## src/rtl/ycfsm_array_pkg.sv

```systemverilog
// Shared dual-rail codes and lane state encoding for the ycfsm lane array.
package ycfsm_array_pkg;

  localparam logic [1:0] DR_EMPTY = 2'b00;
  localparam logic [1:0] DR_ZERO  = 2'b01;
  localparam logic [1:0] DR_ONE   = 2'b10;
  localparam logic [1:0] DR_ILL   = 2'b11;

  typedef enum logic [1:0] {
    S_EMPTY = 2'd0,
    S_FULL  = 2'd1,
    S_ERROR = 2'd2
  } lane_state_e;

endpackage

```

## src/rtl/ycfsm_array_lane.sv

```systemverilog
// One dual-rail cell FSM: latches a matching token, holds it until return-to-empty,
// and sticks in ERROR on any protocol violation.
module ycfsm_lane
  import ycfsm_array_pkg::*;
(
  input  logic       clk,
  input  logic       reset,
  input  logic [1:0] in,
  input  logic [1:0] match,
  output logic [1:0] out,
  output logic       err,
  output logic       full,
  output logic       accept
);

  lane_state_e state_reg, state_next;
  logic [1:0]  value_reg, value_next;

  always_comb begin
    state_next = state_reg;
    value_next = value_reg;
    accept     = 1'b0;
    if (in == DR_ILL) begin
      state_next = S_ERROR;
    end else begin
      case (state_reg)
        S_EMPTY: begin
          // A blocked token simply waits; match is re-sampled every cycle here.
          if (in != DR_EMPTY && (in & match) != DR_EMPTY) begin
            state_next = S_FULL;
            value_next = in & match;
            accept     = 1'b1;
          end
        end
        S_FULL: begin
          if (in == DR_EMPTY)
            state_next = S_EMPTY;
          else if (in != value_reg)
            state_next = S_ERROR;
        end
        default: state_next = S_ERROR;
      endcase
    end
  end

  // Next-state view so the top can register all_full in step with out.
  assign full = (state_next == S_FULL);

  always_ff @(posedge clk) begin
    if (reset) begin
      state_reg <= S_EMPTY;
      value_reg <= DR_EMPTY;
      out       <= DR_EMPTY;
      err       <= 1'b0;
    end else begin
      state_reg <= state_next;
      value_reg <= value_next;
      out       <= (state_next == S_FULL) ? value_next : DR_EMPTY;
      err       <= (state_next == S_ERROR);
    end
  end

endmodule

```

## src/rtl/ycfsm_array.sv

```systemverilog
// Array of independent dual-rail lane FSMs with a shared saturating accept counter
// and a registered all-lanes-full flag.
module ycfsm_array
  import ycfsm_array_pkg::*;
#(
  parameter int LANES = 4,
  parameter int CNT_W = 8
) (
  input  logic               clk,
  input  logic               reset,
  input  logic [2*LANES-1:0] in,
  input  logic [2*LANES-1:0] match,
  output logic [2*LANES-1:0] out,
  output logic [LANES-1:0]   err,
  output logic               all_full,
  output logic [CNT_W-1:0]   token_count
);

  localparam int SUM_W = CNT_W + $clog2(LANES + 1);
  localparam logic [SUM_W-1:0] CNT_MAX = SUM_W'({CNT_W{1'b1}});

  logic [LANES-1:0] full_next;
  logic [LANES-1:0] accept;
  logic [SUM_W-1:0] accept_cnt;
  logic [SUM_W-1:0] sum_next;
  logic [CNT_W-1:0] token_count_reg, token_count_next;
  logic             all_full_reg;

  generate
    for (genvar gi = 0; gi < LANES; gi++) begin : g_lane
      ycfsm_lane u_lane (
        .clk    (clk),
        .reset  (reset),
        .in     (in[2*gi+1:2*gi]),
        .match  (match[2*gi+1:2*gi]),
        .out    (out[2*gi+1:2*gi]),
        .err    (err[gi]),
        .full   (full_next[gi]),
        .accept (accept[gi])
      );
    end
  endgenerate

  always_comb begin
    accept_cnt = '0;
    for (int i = 0; i < LANES; i++)
      accept_cnt = accept_cnt + SUM_W'(accept[i]);
  end

  // Extra headroom bits let the sum exceed the counter range before clamping.
  assign sum_next         = SUM_W'(token_count_reg) + accept_cnt;
  assign token_count_next = (sum_next > CNT_MAX) ? {CNT_W{1'b1}} : sum_next[CNT_W-1:0];

  always_ff @(posedge clk) begin
    if (reset) begin
      token_count_reg <= '0;
      all_full_reg    <= 1'b0;
    end else begin
      token_count_reg <= token_count_next;
      all_full_reg    <= &full_next;
    end
  end

  assign token_count = token_count_reg;
  assign all_full    = all_full_reg;

endmodule
```

## config.mk

```make
export PLATFORM = sky130hd
export DESIGN_NAME = ycfsm_array
export DESIGN_NICKNAME = d
export VERILOG_FILES = /design/src/rtl/ycfsm_array_pkg.sv /design/src/rtl/ycfsm_array_lane.sv /design/src/rtl/ycfsm_array.sv
export SDC_FILE = /design/constraint.sdc
export NUM_CORES = 1
export LEC_CHECK = 0
export ABC_AREA = 1
export BUFFER_PORTS_ARGS = -buffer_cell sky130_fd_sc_hd__buf_2
export CAP_MARGIN = 20
export CORE_ASPECT_RATIO = 1.1
export CORE_MARGIN = 2
export CORE_UTILIZATION = 35
export CTS_CLUSTER_DIAMETER = 30
export DETAILED_ROUTE_END_ITERATION = 10
export SETUP_SLACK_MARGIN = 0.5
export SLEW_MARGIN = 10
export SYNTH_ARGS = -nofsm -noshare
export SYNTH_HDL_FRONTEND = slang
export SYNTH_SLANG_ARGS = --single-unit
export TNS_END_PERCENT = 100
```

## constraint.sdc

```tcl
create_clock -name clk -period 3.75 [get_ports clk]
set_clock_uncertainty 0.15 [all_clocks]
set_input_delay 0.5625 -clock clk [delete_from_list [all_inputs] [get_ports clk]]
set_output_delay 0.5625 -clock clk [all_outputs]
set_load 0.05 [all_outputs]
```

# ---- After elaboration in Yosys (flattened, before gate mapping)
# Index checks and enable logic that the tools add are counted.
dict set report op_classes {
  addsub 4
  n_lt_le_gt_ge 1
  n_eq_ne 20
  n_mux 45
  n_bitwise 8
  reduce_logical 25
}
# op n
set op_table {}
lappend op_table {{2-bit two-way mux} 28}
lappend op_table {{2-bit by 1-bit == test with 1-bit output (second input constant)} 8}
lappend op_table {{2-bit == test (second input constant)} 8}
lappend op_table {{2-bit logical NOT} 8}
lappend op_table {{2-bit case mux with 2 select lines} 4}
lappend op_table {{2-bit nonzero test} 8}
lappend op_table {{1-bit two-way mux} 12}
lappend op_table {{8-bit by 4-bit adder with 9-bit output} 1}
lappend op_table {{9-bit by 8-bit greater-than comparator with 1-bit output (second input constant)} 1}
lappend op_table {{2-bit AND} 4}
lappend op_table {{8-bit two-way mux} 1}
lappend op_table {{2-bit inequality test} 4}
lappend op_table {{2-bit OR reduction} 4}
lappend op_table {{3-bit by 1-bit adder with 4-bit output} 1}
lappend op_table {{1-bit logical AND} 4}
lappend op_table {{1-bit NOT} 4}
lappend op_table {{4-bit AND reduction} 1}
lappend op_table {{2-bit by 1-bit adder with 3-bit output} 1}
lappend op_table {{1-bit by 1-bit adder with 2-bit output} 1}
dict set report totals {
  ff_bits 37
  in_bits 18
  out_inout_bits 21
  wordCells 121
}

# ---- Depth between registers and ports, before layout
# Gate-level depths: netlist (run 1).
dict set report depth {
  word_depth 12
  depth_mapped 17
  ltp_nobuf 17
}

# ---- Cells and area by module
# A second synthesis (run 1) with hierarchy kept.
dict set report unflattened {
  hier_cells 269
  hier_area_um2 1786.7
}
# module instances cells_per_inst area_per_inst_um2 seq_area_each_um2
set modules_own_cells {}
lappend modules_own_cells {ycfsm_lane 4 51 319.1 140.1}
lappend modules_own_cells {ycfsm_array 1 65 510.5 180.2}

# ---- Worst setup path before layout (run 1)
# OpenSTA, ideal clock, no wires.
dict set report synth_timing {
  kind {input port to flip-flop}
  from {input in[1]}
  to {register token_count_reg[5] (netlist: token_count[5])}
  setup_time_ns 0.057
  arrival_ns 2.786
  required_time_ns 3.543
  setup_slack_ns 0.757
  path_stages 16
  n_path_buf 1
  path_cell_list {buf_4 -> nand3_1 -> nor2_1 -> nor2_1 -> fa_1 -> fa_1 -> inv_1 -> fa_1 -> nand2_1 -> nor2_1 -> nand2_1 -> inv_1 -> nand2_1 -> nand2_1 -> o21ai_0 -> inv_1}
}
dict set report synth_via {
  elab_chain_cells 12
  word_cells_on_any_way 14
  cone_classes {add/sub (4); order compare (1); eq/ne (1); mux (4); bitwise (1); reduce/logical (3)}
}
# item line
set synth_lines {}
lappend synth_lines {{start: declaration} ycfsm_array.sv:11} ;# input logic [2*LANES-1:0] in,
lappend synth_lines {{2-bit AND} ycfsm_array_lane.sv:29} ;# if (in != DR_EMPTY && (in & match) != DR_EMPTY) begin
lappend synth_lines {{2-bit nonzero test} ycfsm_array_lane.sv:29}
lappend synth_lines {{1-bit logical AND} ycfsm_array_lane.sv:29}
lappend synth_lines {{1-bit two-way mux} ycfsm_array_lane.sv:29}
lappend synth_lines {{1-bit two-way mux} ycfsm_array_lane.sv:26} ;# case (state_reg)
lappend synth_lines {{1-bit two-way mux (*)} ycfsm_array_lane.sv:23} ;# if (in == DR_ILL) begin
lappend synth_lines {{1-bit by 1-bit adder with 2-bit output (*)} ycfsm_array.sv:47} ;# accept_cnt = accept_cnt + SUM_W'(accept[i]);
lappend synth_lines {{2-bit by 1-bit adder with 3-bit output (*)} ycfsm_array.sv:47}
lappend synth_lines {{3-bit by 1-bit adder with 4-bit output (*)} ycfsm_array.sv:47}
lappend synth_lines {{8-bit by 4-bit adder with 9-bit output (*)} ycfsm_array.sv:51} ;# assign sum_next = SUM_W'(token_count_reg) + accept_cnt;
lappend synth_lines {{9-bit by 8-bit greater-than comparator with 1-bit output} ycfsm_array.sv:52} ;# assign token_count_next = (sum_next > CNT_MAX) ? {CNT_W{1'b1}} : sum_next[CNT_W-1:0];
lappend synth_lines {{8-bit two-way mux (*)} ycfsm_array.sv:52}
lappend synth_lines {{end signal: assignment} ycfsm_array.sv:59} ;# token_count_reg <= token_count_next;
lappend synth_lines {{end: declaration} ycfsm_array.sv:26} ;# logic [CNT_W-1:0] token_count_reg, token_count_next;
# Mark *: on every way between the ends. The rest lies on a longest branch, timed or not.
# A chain may end at the register's enable or synchronous reset.

# ---- Worst setup path in the final report (run 1)
dict set report layout_timing {
  from {register g_lane[0].u_lane.state_reg[1]}
  to {register token_count_reg[5] (netlist: token_count[5])}
}
dict set report layout_via {
  elab_chain_cells 9
}
# item line
set layout_lines {}
lappend layout_lines {{start: declaration} ycfsm_array_lane.sv:16} ;# lane_state_e state_reg, state_next;
lappend layout_lines {{start signal: assignment} ycfsm_array_lane.sv:56} ;# state_reg <= state_next;
lappend layout_lines {{2-bit logical NOT (*)} ycfsm_array_lane.sv:26}
lappend layout_lines {{1-bit two-way mux (*)} ycfsm_array_lane.sv:26}
lappend layout_lines {{1-bit two-way mux (*)} ycfsm_array_lane.sv:23}
lappend layout_lines {{1-bit by 1-bit adder with 2-bit output (*)} ycfsm_array.sv:47}
lappend layout_lines {{2-bit by 1-bit adder with 3-bit output (*)} ycfsm_array.sv:47}
lappend layout_lines {{3-bit by 1-bit adder with 4-bit output (*)} ycfsm_array.sv:47}
lappend layout_lines {{8-bit by 4-bit adder with 9-bit output (*)} ycfsm_array.sv:51}
lappend layout_lines {{9-bit by 8-bit greater-than comparator with 1-bit output} ycfsm_array.sv:52}
lappend layout_lines {{8-bit two-way mux (*)} ycfsm_array.sv:52}
# Marked as above.

==> results of run 1 <==
## metrics by stage
stage,setup slack [ns],instance area [µm²],instances
2_1_floorplan,0.757,1760,262
3_3_place_gp,0.563,1970,349
3_5_place_dp,0.506,1970,349
4_1_cts,0.749,2050,357
5_1_grt,0.562,2050,357
6_report,0.831,2050,357
## per-layer routing
layer	up-vias	GRT usage	wire, µm
met5	-	0	0
met4	0	0.0453	52
met3	6	0.0462	176
met2	30	0.224	1580
met1	677	0.170	1610
li1	863	-	-
## worst max-delay path, stage by stage (launching register included)
cell	delay, ns
dfxtp_1	0.32
nor2_1	0.17
nand3_1	0.12
nor2_1	0.14
nor2_1	0.08
fa_1	0.49
fa_1	0.42
inv_1	0.09
fa_1	0.21
nand2_1	0.07
nor2_1	0.14
nand2_1	0.06
inv_1	0.10
nand2_2	0.10
nand2_1	0.08
o21ai_0	0.07
inv_1	0.06
## layout by cell type, fill, tap and decap left out
master,n
nand2_1,57
inv_1,50
nor2_1,45
buf_2,38
dfxtp_1,37
nand3_1,13
nor3_1,13
o21ai_0,9
a21oi_1,5
clkbuf_8,5
nor2_2,4
o22ai_1,4
nand2_2,3
fa_1,3
clkbuf_1,3
inv_2,2
nand4_1,2
xnor2_1,2
and2_1,1
a31oi_1,1
a211oi_1,1
ha_1,1
## layout make-up
class | count | area, µm²
Clock buffer | 8 | 80.1
Fill cell | 520 | 2880
Inverter | 52 | 195
Multi-Input combinational cell | 164 | 774
Sequential cell | 37 | 741
Tap cell | 58 | 72.6
Timing Repair Buffer | 38 | 190
## power by group through the flow
stage                     clock network (µW)  registers, µW  logic, µW
after floorplan                            0            482        122
after global placement                     0            445        206
after detailed placement                   0            445        209
after CTS                                274            436        210
after global routing                     294            440        233
final                                    260            436        206
## worst max path at each step
stage                                  start        endpoint  depth (start not counted)  slack [ns]
3_3_place_gp                           in[1]  token_count[5]                         16        0.56
4_1_cts        g_lane[0].u_lane.state_reg[1]  token_count[5]                         16        0.75
3_5_place_dp                           in[1]  token_count[5]                         16        0.51
5_1_grt        g_lane[0].u_lane.state_reg[0]  token_count[5]                         16        0.56
6_report       g_lane[0].u_lane.state_reg[1]  token_count[5]                         16        0.83
2_1_floorplan                          in[1]  token_count[5]                         16        0.76
## logic make-up (layout without fill, tap and decap cells)
logic type / count (synthesis) / in the layout / synth area share
compound gates: 20 / 20 / 0.0617
fa+ha+maj: 4 / 4 / 0.0411
buf+inv: 61 / 98 / 0.143
simple gates: 138 / 138 / 0.325
xor+xnor: 2 / 2 / 0.00993
flops: 37 / 37 / 0.420
==> impl_metrics.yaml, run 1 <==
final_layout:
  syn2layout_area_growth_pct: 16.4
  nets: 320
  antenna_cells: 0
  fin_util: 0.416
  drive_gt1_frac: 0.174
route:
  firstDrtPassIters: 4
  via_per_inst: 4.41
  drt-initial-drc-count: 81
  wl_per_cell_um: 9.57
  wirelength_mm: 3.42
  antenna_left: 0
  vias: 1576
  drc: 0
global_routing:
  grt_overflow: 0
  grt_usage: 0.138
  grt_max_degree: 29
  grt_pass1_wl_mm: 6.15
  grt_pass1_vias: 1451
  antenna_found_initial: 0
synthesis:
  async_flop_share: 0
  yosys-top-cells-count: "nand2_1 (58), inv_1 (50), nor2_1 (45)"
  synth_edf_count: 0
  synth.most_common_cell: "nand2_1"
  synth_top_area_share: 0.420
  synth_cells: 262
  ys_types: 22
  ys.flop_type: "dfxtp_1"
  synth_top_cell_by_area: "dfxtp_1"
  ys_seq_elements: 37
  syn_area_per_cell_um2: 6.73
  yosys_warnings: 0
  synth_nets: 284
  syn_area_um2: 1760
  yosys-top-cells-area: "dfxtp_1 (42%), nand2_1 (12%), inv_1 (11%)"
  synth-seq-area-share: 0.420
power_and_ir_drop:
  p_int_uw: 615
  power-per-cell-area_nw_per_um2: 439
  vdd_ir_drop_max_v: 0.000198
  p_sw_uw: 287
  total_power_uw: 902
  clkPwrFrac: 0.289
  p_leak_uw: 0.00110
  netSwitchingFraction: 0.318
  combPwrFrac: 0.228
  pwr-share-seq: 0.483
setup_path:
  crit_path_start_kind: "flip-flop"
  cp_data_required_time_ns: 3.83
  r2r_start: "g_lane[0].u_lane.state_reg[1]"
  worstRegToRegCells: 16
  critPathMaxFanout: 6
  r2r-end: "token_count[5]"
  arrival_ns: 3.00
  regToRegSetupSlack_ns: 0.83
  end_kind: "flip-flop"
  crit_type: "flip-flop to flip-flop"
clocking:
  cts_setup_buffers: 0
  cts_tree: "done"
  clock-sinks: 37
  clk_pin_slew_worst_paths_ns: 0.07
  htreeDepth: 2
  cts_buffer_depth: 2
  numCtsBuffers: 5
  root_buffer: "clkbuf_8"
  worstSkewPairLatency_ns: 0.28
  ctsResizeCount: 0
  hold_buffers: 0
sta:
  drv_slew: 0
  maxSlewHeadroom: 0.668
  rsz0062_at_grt: "false"
  period_needed_ns: 2.92
  worst_pin_slew_ns: 0.498
  clock.fmax_ghz: 0.343
  period_share: 0.778
  holdWs_ns: 0.377
  setup_violations: 0
  hold_viol_final: 0
  finalSetupTns_ns: 0
placement:
  dp_hpwl_mm: 2.67
  portBuffers: 38
  gp_congestion: 0.831
floorplanning:
  initial_core_util: 0.358
  die-width_um: 71.7
  die_area_um2: 5620
  num_rows: 27
  die_height_um: 78.5
  io_pins: 39
  coreArea_um2: 4930
min_path:
  min-delay-start: "g_lane[3].u_lane.state_reg[1]"
  min_to: "g_lane[3].u_lane.state_reg[1]"
  hp-class: "flip-flop to flip-flop"
  hold_depth: 2
run_status:
  status: "completed"
flow_run:
  maxCapViolCount: 0
Power figures use the tool's default switching activity.
==> run 2, diff against run 1 <==
ABC_AREA = 0   (was 1)
clock period = 2.5 ns   (was 3.75 ns; I/O delays follow)
==> impl_metrics.yaml, run 2 <==
route:
  drt-initial-drc-count: 120
  antenna_left: 0
  firstDrtPassIters: 4
  via_per_inst: 4.98
  wl_per_cell_um: 11.9
  wirelength_mm: 3.72
  drc: 0
  vias: 1553
power_and_ir_drop:
  vdd_ir_drop_max_v: 0.000375
  power-per-cell-area_nw_per_um2: 716
  total_power_uw: 1670
  p_leak_uw: 0.00101
final_layout:
  stdcell_count: 312
  layout_commonest_cell: "buf_2"
  drive_gt1_frac: 0.375
  nets: 277
  antenna_cells: 0
  final_cell_mix: "buf_2 (38), dfxtp_1 (35), buf_4 (26)"
  final_area_um2: 2330
  syn2layout_area_growth_pct: 39.2
placement:
  placed_cell_area_um2: 2120
  dp_cells: 302
  gp_congestion: 0.822
  dp_hpwl_mm: 2.68
  portBuffers: 38
clocking:
  hold_buffers: 0
  htreeDepth: 2
  clock-sinks: 37
  cts_buffer_depth: 2
  numCtsBuffers: 5
  cts_tree: "done"
  root_buffer: "clkbuf_8"
  clk_pin_slew_worst_paths_ns: 0.08
  worstSkewPairLatency_ns: 0.29
setup_path:
  cp_data_required_time_ns: 2.57
  end_kind: "flip-flop"
  r2r_start: "g_lane[2].u_lane.state_reg[1]"
  critPathBufInv: 1
  path_cells: "nor2_4 -> and3_4 -> nor2_4 -> fa_1 -> fa_2 -> inv_2 -> fa_2 -> and3_4 -> and3_4 -> nand3_4 -> a21oi_2"
  crit_type: "flip-flop to flip-flop"
  worstSetupStartpoint: "g_lane[2].u_lane.state_reg[1]"
  cp_slowest_cell: "fa_1"
  cp_slowest_stage_delay_ns: 0.49
  arrival_ns: 2.83
  crit_family: "adder cells"
  crit_path_start_kind: "flip-flop"
  critPathMaxFanout: 6
  crit_top_cell: "and3_4"
synthesis:
  synth_edf_count: 0
  synth_cells: 193
  synth_nets: 215
  ys_seq_elements: 37
  syn_area_um2: 1680
  synth-seq-area-share: 0.442
  synth.most_common_cell: "dfxtp_1"
  yosys_warnings: 0
  yosys-top-cells-count: "dfxtp_1 (37), a21oi_1 (26), nor2_1 (25)"
  syn_area_per_cell_um2: 8.68
  ys.flop_type: "dfxtp_1"
  async_flop_share: 0
  synth_top_cell_by_area: "dfxtp_1"
  yosys-top-cells-area: "dfxtp_1 (44%), a21oi_1 (7.8%), nor2_1 (5.6%)"
  synth_top_area_share: 0.442
  ys_types: 42
floorplanning:
  die-width_um: 70.0
  num_rows: 26
  die_area_um2: 5360
  initial_core_util: 0.363
  die_height_um: 76.6
  coreArea_um2: 4620
  io_pins: 39
min_path:
  hp-class: "input pin to flip-flop"
  min-delay-start: "match[2]"
global_routing:
  grt_pass1_vias: 1451
  grt_pass1_wl_mm: 6.22
  grt_overflow: 0
  grt_max_degree: 30
  antenna_found_initial: 0
  grt_usage: 0.144
sta:
  maxSlewHeadroom: 0.618
  rsz0062_at_grt: "true"
  setup_violations: 8
  drv_slew: 0
  period_needed_ns: 2.77
  period_share: 1.11
  hold_viol_final: 0
  clock.fmax_ghz: 0.362
  worst_pin_slew_ns: 0.574
  timing.final.ws_setup_ns: -0.266
run_status:
  status: "complete, but fails checks"
  violations: "negative setup slack"
flow_run:
  maxCapViolCount: 0
## run 2: cell count changes after synthesis, sizes merged, moves of 6 or more
cell / delta
nand2: -51
nand2b: +7
a21oi: +21
nor3: -11
nor2b: +6
o21ai: -7
inv: -42
nor2: -24
## run 2: tightest hold or removal path: stages
cell and delay [ns]:
buf_2 0.12, nand3_1 0.06, a21oi_1 0.07, nor2_1 0.07
## run 2: power breakdown
| group | switching (µW) | total (µW) | internal, µW |
|---|---|---|---|
| clock network | 220 | 617 | 397 |
| logic | 225 | 380 | 155 |
| registers | 39.6 | 672 | 633 |
## run 2: cell type report
| class | instances | area [µm²] |
|---|---|---|
| Clock buffer | 5 | 68.8 |
| Clock inverter | 3 | 65.1 |
| Fill cell | 463 | 2290 |
| Inverter | 10 | 37.5 |
| Multi-Input combinational cell | 136 | 940 |
| Sequential cell | 37 | 746 |
| Tap cell | 56 | 70.1 |
| Timing Repair Buffer | 65 | 405 |
## run 2: routing by layer
metal | GRT usage | vias up | wire length (µm)
met3 | 0.0437 | 8 | 202
met5 | 0 | - | 0
met1 | 0.166 | 718 | 1640
met4 | 0.0538 | 0 | 59
met2 | 0.249 | 36 | 1810
li1 | - | 791 | -
## run 2: cells by family (layout without fill, tap and decap cells)
group / after synthesis / count (layout) / synth area share
adders and majority gates: 4 / 4 / 0.0433
xor gates and xnor gates: 8 / 8 / 0.0418
buffers and inverters: 20 / 83 / 0.0597
and+or+nand+nor: 78 / 78 / 0.243
AOI/OAI and AO/OA: 46 / 46 / 0.170
DFF: 37 / 37 / 0.442
## run 2: what timing repair did
| action | in CTS | in global routing |
|---|---|---|
| setup endpoints to repair | 8 | 8 |
| buffers inserted | 0 | 2 |
| pin swaps | 1 | 11 |
| gates resized for setup | 6 | 10 |
## run 2: through the flow
| step | util | hold WS [ns] | setup WS (ns) | setup TNS [ns] |
|---|---|---|---|---|
| global placement | 0.460 | 0.362 | -0.471 | -3.64 |
| global route | 0.505 | 0.300 | -0.391 | -2.80 |
| detailed placement | 0.460 | 0.354 | -0.558 | -4.26 |
| CTS | 0.493 | 0.268 | -0.252 | -1.84 |
| finish | 0.505 | 0.289 | -0.266 | -1.87 |
| floorplan | - | 0.329 | -0.332 | -2.40 |
## run 2: path summary, 6_finish.rpt
path | end | slack, ns | cells past startpoint
hold reg to reg | g_lane[3].u_lane.value_reg[0] | 0.37 | 2
hold / removal | g_lane[1].u_lane.value_reg[1] | 0.29 | 4
setup reg to reg | token_count[0] | -0.27 | 11
setup / recovery | token_count[0] | -0.27 | 11
